### src/rtl/game_flow_ctrl.sv
// Breakout game-flow sequencer: start screen, timed level load, play, pause,
// game-over and win screens, with lives and level tracking.
module game_flow_ctrl #(
    parameter int LIVES        = 3,
    parameter int NUM_LEVELS   = 4,
    parameter int GAME_RST_CYC = 16,
    parameter int END_HOLD_CYC = 25_000_000,
    parameter int PAUSE_EN     = 1,
    localparam int LW  = $clog2(LIVES + 1),
    localparam int VW  = (NUM_LEVELS > 1) ? $clog2(NUM_LEVELS) : 1,
    localparam int LCW = (GAME_RST_CYC > 1) ? $clog2(GAME_RST_CYC) : 1,
    localparam int HW  = (END_HOLD_CYC > 0) ? $clog2(END_HOLD_CYC + 1) : 1
) (
    input  logic          vga_clk,
    input  logic          sys_rst,
    input  logic          ok_flag,
    input  logic          back_flag,
    input  logic          game_over,
    input  logic          level_clear,
    output logic [2:0]    state,
    output logic [1:0]    pic_sel,
    output logic          game_rst_n,
    output logic          game_run,
    output logic [LW-1:0] lives,
    output logic [VW-1:0] level
);

    typedef enum logic [2:0] {
        ST_START = 3'd0,
        ST_LOAD  = 3'd1,
        ST_PLAY  = 3'd2,
        ST_PAUSE = 3'd3,
        ST_END   = 3'd4,
        ST_WIN   = 3'd5
    } state_t;

    // Plain vector so unused codes 6/7 stay representable and recoverable.
    logic [2:0]     state_q, state_d;
    logic [LW-1:0]  lives_q, lives_d;
    logic [VW-1:0]  level_q, level_d;
    logic [LCW-1:0] load_cnt_q, load_cnt_d;
    logic [HW-1:0]  hold_cnt_q, hold_cnt_d;

    always_ff @(posedge vga_clk) begin
        // NOTE: sequential state uses non-blocking assignments so every register
        // samples the pre-edge values regardless of statement order.
        if (sys_rst) begin
            state_q    <= ST_START;
            lives_q    <= '0;
            level_q    <= '0;
            load_cnt_q <= '0;
            hold_cnt_q <= '0;
        end else begin
            state_q    <= state_d;
            lives_q    <= lives_d;
            level_q    <= level_d;
            load_cnt_q <= load_cnt_d;
            hold_cnt_q <= hold_cnt_d;
        end
    end

    always_comb begin
        // NOTE: every comb output gets a default first so no path infers a latch;
        // counters default to 0, which also clears them on entry to LOAD/END/WIN.
        state_d    = state_q;
        lives_d    = lives_q;
        level_d    = level_q;
        load_cnt_d = '0;
        hold_cnt_d = '0;
        case (state_q)
            ST_START: begin
                if (ok_flag && !back_flag) begin
                    state_d = ST_LOAD;
                    lives_d = LW'(LIVES);
                    level_d = '0;
                end
            end
            ST_LOAD: begin
                if (load_cnt_q == LCW'(GAME_RST_CYC - 1)) state_d    = ST_PLAY;
                else                                      load_cnt_d = load_cnt_q + 1'b1;
            end
            ST_PLAY: begin
                // Events outrank key flags; ball loss outranks level clear.
                if (game_over) begin
                    if (lives_q == LW'(1)) begin
                        lives_d = '0;
                        state_d = ST_END;
                    end else begin
                        lives_d = lives_q - 1'b1;
                        state_d = ST_LOAD;
                    end
                end else if (level_clear) begin
                    if (level_q == VW'(NUM_LEVELS - 1)) begin
                        state_d = ST_WIN;
                    end else begin
                        level_d = level_q + 1'b1;
                        state_d = ST_LOAD;
                    end
                end else if (back_flag) begin
                    state_d = ST_START;
                end else if (ok_flag && (PAUSE_EN != 0)) begin
                    state_d = ST_PAUSE;
                end
            end
            ST_PAUSE: begin
                if (back_flag)    state_d = ST_START;
                else if (ok_flag) state_d = ST_PLAY;
            end
            ST_END, ST_WIN: begin
                if (hold_cnt_q != HW'(END_HOLD_CYC)) hold_cnt_d = hold_cnt_q + 1'b1;
                else                                 hold_cnt_d = hold_cnt_q;
                if (back_flag) begin
                    state_d = ST_START;
                end else if (ok_flag && (hold_cnt_q == HW'(END_HOLD_CYC))) begin
                    state_d = ST_LOAD;
                    lives_d = LW'(LIVES);
                    level_d = '0;
                end
            end
            default: state_d = ST_START;
        endcase
    end

    always_comb begin
        pic_sel    = 2'd0;
        game_rst_n = 1'b0;
        game_run   = 1'b0;
        case (state_q)
            ST_LOAD:  pic_sel = 2'd1;
            ST_PLAY: begin
                pic_sel    = 2'd1;
                game_rst_n = 1'b1;
                game_run   = 1'b1;
            end
            ST_PAUSE: begin
                pic_sel    = 2'd1;
                game_rst_n = 1'b1;
            end
            ST_END: begin
                pic_sel    = 2'd2;
                game_rst_n = 1'b1;
            end
            ST_WIN: begin
                pic_sel    = 2'd3;
                game_rst_n = 1'b1;
            end
            default: ;
        endcase
    end

    assign state = state_q;
    assign lives = lives_q;
    assign level = level_q;

endmodule

### config.mk
export PLATFORM = sky130hd
export DESIGN_NAME = game_flow_ctrl
export DESIGN_NICKNAME = d
export VERILOG_FILES = /design/src/rtl/game_flow_ctrl.sv
export SDC_FILE = /design/constraint.sdc
export NUM_CORES = 1
export LEC_CHECK = 0
export BUFFER_PORTS_ARGS = -buffer_cell sky130_fd_sc_hd__buf_4
export CAP_MARGIN = 0
export CORE_ASPECT_RATIO = 1.1
export CORE_MARGIN = 5
export CORE_UTILIZATION = 55
export CTS_CLUSTER_DIAMETER = 200
export CTS_CLUSTER_SIZE = 14
export DETAILED_ROUTE_END_ITERATION = 8
export GPL_ROUTABILITY_DRIVEN = 1
export MAX_ROUTING_LAYER = met4
export PLACE_DENSITY = 0.72
export SLEW_MARGIN = 30
export SYNTH_ARGS = -nofsm -noshare
export SYNTH_HDL_FRONTEND = slang
export SYNTH_SLANG_ARGS = --single-unit
export TNS_END_PERCENT = 1
### constraint.sdc
create_clock -name vga_clk -period 2.51 [get_ports vga_clk]
set_input_delay 0.251 -clock vga_clk [delete_from_list [all_inputs] [get_ports vga_clk]]
set_output_delay 0.251 -clock vga_clk [all_outputs]
set_load 0.02 [all_outputs]
==> results_dict.tcl <==
set metrics [dict create \
    hold_viol 0 \
    gp_congestion 0.861 \
    synth_edf_count 0 \
    clk_latency_ps 290 \
    cp.required_ps 2740 \
    final_layout_size_suffix_gt1_share_pct 12.8 \
    die_w_um 68.4 \
    die_area_mm2 0.00508 \
    insertedDiodeCount 0 \
    numCtsBuffers 5 \
    setup_viol 0 \
    ys.flop_type "dfxtp_1" \
    core_mm2 0.00363 \
    worstPathArrival_ps 2120 \
    tns_ps 0 \
    syn_inst 247 \
    ios 17 \
    avgSynthCellArea_um2 8.35 \
    cap_viol_max_count 0 \
    tritoncts "built" \
    layout_common_cells "36 x dfxtp_1, 23 x nand2_1, 17 x nor2_1" \
    rows 23 \
    post_drt_wl_per_cell_um 15.1 \
    cts.sinks 36 \
    cts_setup_buffers 0 \
    reg2reg_to "hold_cnt_q[14]$_SDFFE_PP0P_" \
    dpl.cell_count 300 \
    synth_area_mm2 0.00206 \
    fin_skew_ps 3.09 \
    grt_pass1_vias 1709 \
    syn_to_final_growth_pct 11.2 \
    critical_path.top_delay_family "simple AND/OR/NAND/NOR gates" \
    critPathBufInv 0 \
    outcome "completed" \
    crit_fanout 12 \
    cts-root-buf "clkbuf_8" \
    p_clk_share_pct 42.9 \
    nFillCells 355 \
    port_buffers 16 \
    dr_total_vias 1876 \
    pwr-share-seq_pct 46.5 \
    relSlewSlack_pct 55.9 \
    crit_type "flop to flop" \
    max_freq_ghz 0.531 \
    wirelength_mm 4.65 \
    path_clk_slew_ps 70 \
    vias_per_cell 6.09 \
    reg2reg_depth 4 \
    drc 0 \
    powerDensity_mw_per_mm2 562 \
    drtPass1Iterations 4 \
    initialDrtViolationCount 185 \
    pwr-share-comb_pct 10.5 \
    htree_levels 2 \
    p_leak_nw 0.791 \
    reg2reg_slack_ps 630 \
    worstHoldEndpoint "level[1]$_SDFFE_PP0P_" \
    initial_core_util_pct 56.9 \
    irDropWorstVdd_v 0.000305 \
    nNetsFinal 268 \
    ys_types 48 \
    ant_nets 0 \
    seq_area_frac_synth_pct 34.9 \
    cp_cell_sequence "and4_1 -> nand4_1 -> or4_1 -> nand2_1" \
    antenna_found_initial 0 \
    grtUsageTotal_pct 20.7 \
    finalMaxSlewViolations 0 \
    worstReg2RegStart "hold_cnt_q[2]$_SDFFE_PP0P_" \
    worst_pin_slew_ps 660 \
    dpl.hpwl_mm 3.24 \
    min_from "sys_rst" \
    hold_depth 2 \
    critPathMaxStageDelay_ps 530 \
    fp.dieH_um 74.2 \
    period_needed_ps 1880 \
    rsz0062_at_grt "false" \
    cp-end-kind "flop" \
    yosysWarnings 0 \
    gr-total-overflow 0 \
    synth_nets 258 \
    ctsHoldBuffers 0 \
    cts_buffer_depth 2 \
    mostFrequentLayoutCell "dfxtp_1" \
    grt_start_max_net_pins 21 \
    startpoint_type "flop" \
    hold_class "input pin to flop" \
    switching_share_pct 22.8 \
    grt_pass1_wl_mm 7.77 \
    synthArstFlopShare_pct 0 \
    cp_slowest_cell "or4_1" \
    intPower_w 0.000995 \
    p_switching_w 0.000294 \
    ys_ff_latch 36 \
    cts_resized 0 \
    stdcell_count 308 \
    fin_crit_sh_pct 75.0 \
]
## kinds of logic after synthesis
logic type / share of synthesized area (%)
adder cells (fa/ha/maj): 3.03
AND/OR/NAND/NOR: 35.7
multiplexers: 2.43
AO/OA/AOI/OAI: 13.8
buffers and inverters: 5.46
flip-flops: 34.9
XOR/XNOR: 4.67
## worst max path at each step
stage	start	endpoint	slack [ps]	cells past startpoint
after floorplan	state[1]$_SDFFE_PP0P_	lives[0]$_SDFFE_PP0P_	710	5
after global placement	state[2]$_SDFFE_PP0P_	hold_cnt_q[14]$_SDFFE_PP0P_	700	4
after detailed placement	hold_cnt_q[2]$_SDFFE_PP0P_	hold_cnt_q[14]$_SDFFE_PP0P_	680	4
after CTS	hold_cnt_q[2]$_SDFFE_PP0P_	hold_cnt_q[14]$_SDFFE_PP0P_	650	4
after global routing	hold_cnt_q[2]$_SDFFE_PP0P_	hold_cnt_q[16]$_SDFFE_PP0P_	480	4
final	hold_cnt_q[2]$_SDFFE_PP0P_	hold_cnt_q[14]$_SDFFE_PP0P_	630	4
## registers in the layout (all words and copies together), names as in the netlist
signal and flops:
hold_cnt_q 25, level 2, lives 2, load_cnt_q 4
state 3
## stage by stage
step	worst slack, ps	instance area (um2)	power [W]	hold slack [ps]	util, %
floorplan	707	2060	0.000704	418	-
global placement	701	2170	0.000748	429	59.8
detailed placement	676	2170	0.000749	439	59.8
CTS	652	2290	0.00130	240	63.3
global route	482	2290	0.00135	258	63.3
finish	628	2290	0.00129	253	63.3
## power groups by stage
stage	Combinational (W)	Sequential (W)	Clock [W]
floorplan	0.0000916	0.000612	0
global placement	0.000135	0.000613	0
detailed placement	0.000136	0.000613	0
CTS	0.000137	0.000600	0.000568
global route	0.000149	0.000602	0.000596
finish	0.000135	0.000600	0.000554
## cell usage after synthesis, types with 2 or more instances
library cell  count  share of area, %
dfxtp_1          36                35
nand2_1          23               4.2
nor2_1           17               3.1
a21oi_1          14               3.4
nand3_1          13               3.2
or3_1            12               3.6
nand4_1          11               3.3
inv_1             9               1.6
xor2_1            9               3.8
nand2b_1          8               2.4
clkbuf_1          7               1.3
o21ai_0           7               1.7
and4_1            5               2.1
ha_1              5               3.0
mux2i_1           5               2.4
nor4_1            5               1.5
nor4b_1           5               2.1
o211ai_1          4               1.5
o31ai_1           4               1.5
or4_1             4               1.5
and2_1            3              0.91
buf_6             3               1.6
nor2b_1           3              0.91
a311oi_1          2              0.85
a31oi_1           2              0.61
a41oi_1           2              0.85
and3_1            2              0.61
buf_4             2              0.73
nor3_1            2              0.49
nor3b_1           2              0.73
o311ai_0          2              0.85
or3b_2            2              0.85
xnor2_1           2              0.85
## metal layers
metal / wire (um) / up-vias / global-route usage [%] / share of wire (%)
met4: 137 / 0 / 9.27 / 2.9
met2: 2190 / 57 / 32.8 / 47
met1: 2090 / 868 / 24.7 / 45
met5: 0 / - / - / 0
met3: 229 / 16 / 4.68 / 4.9
li1: - / 935 / - / -
## final cells by class
| type | instances | area [um2] | area share, % |
|---|---|---|---|
| Clock buffer | 7 | 96.3 | 4.20 |
| Clock inverter | 1 | 30.0 | 1.31 |
| Inverter | 9 | 33.8 | 1.47 |
| Multi-Input combinational cell | 189 | 1230 | 53.6 |
| Sequential cell | 36 | 721 | 31.4 |
| Tap cell | 50 | 62.6 | 2.73 |
| Timing Repair Buffer | 16 | 120 | 5.24 |
Note: power is estimated with default switching activity, not from simulation.
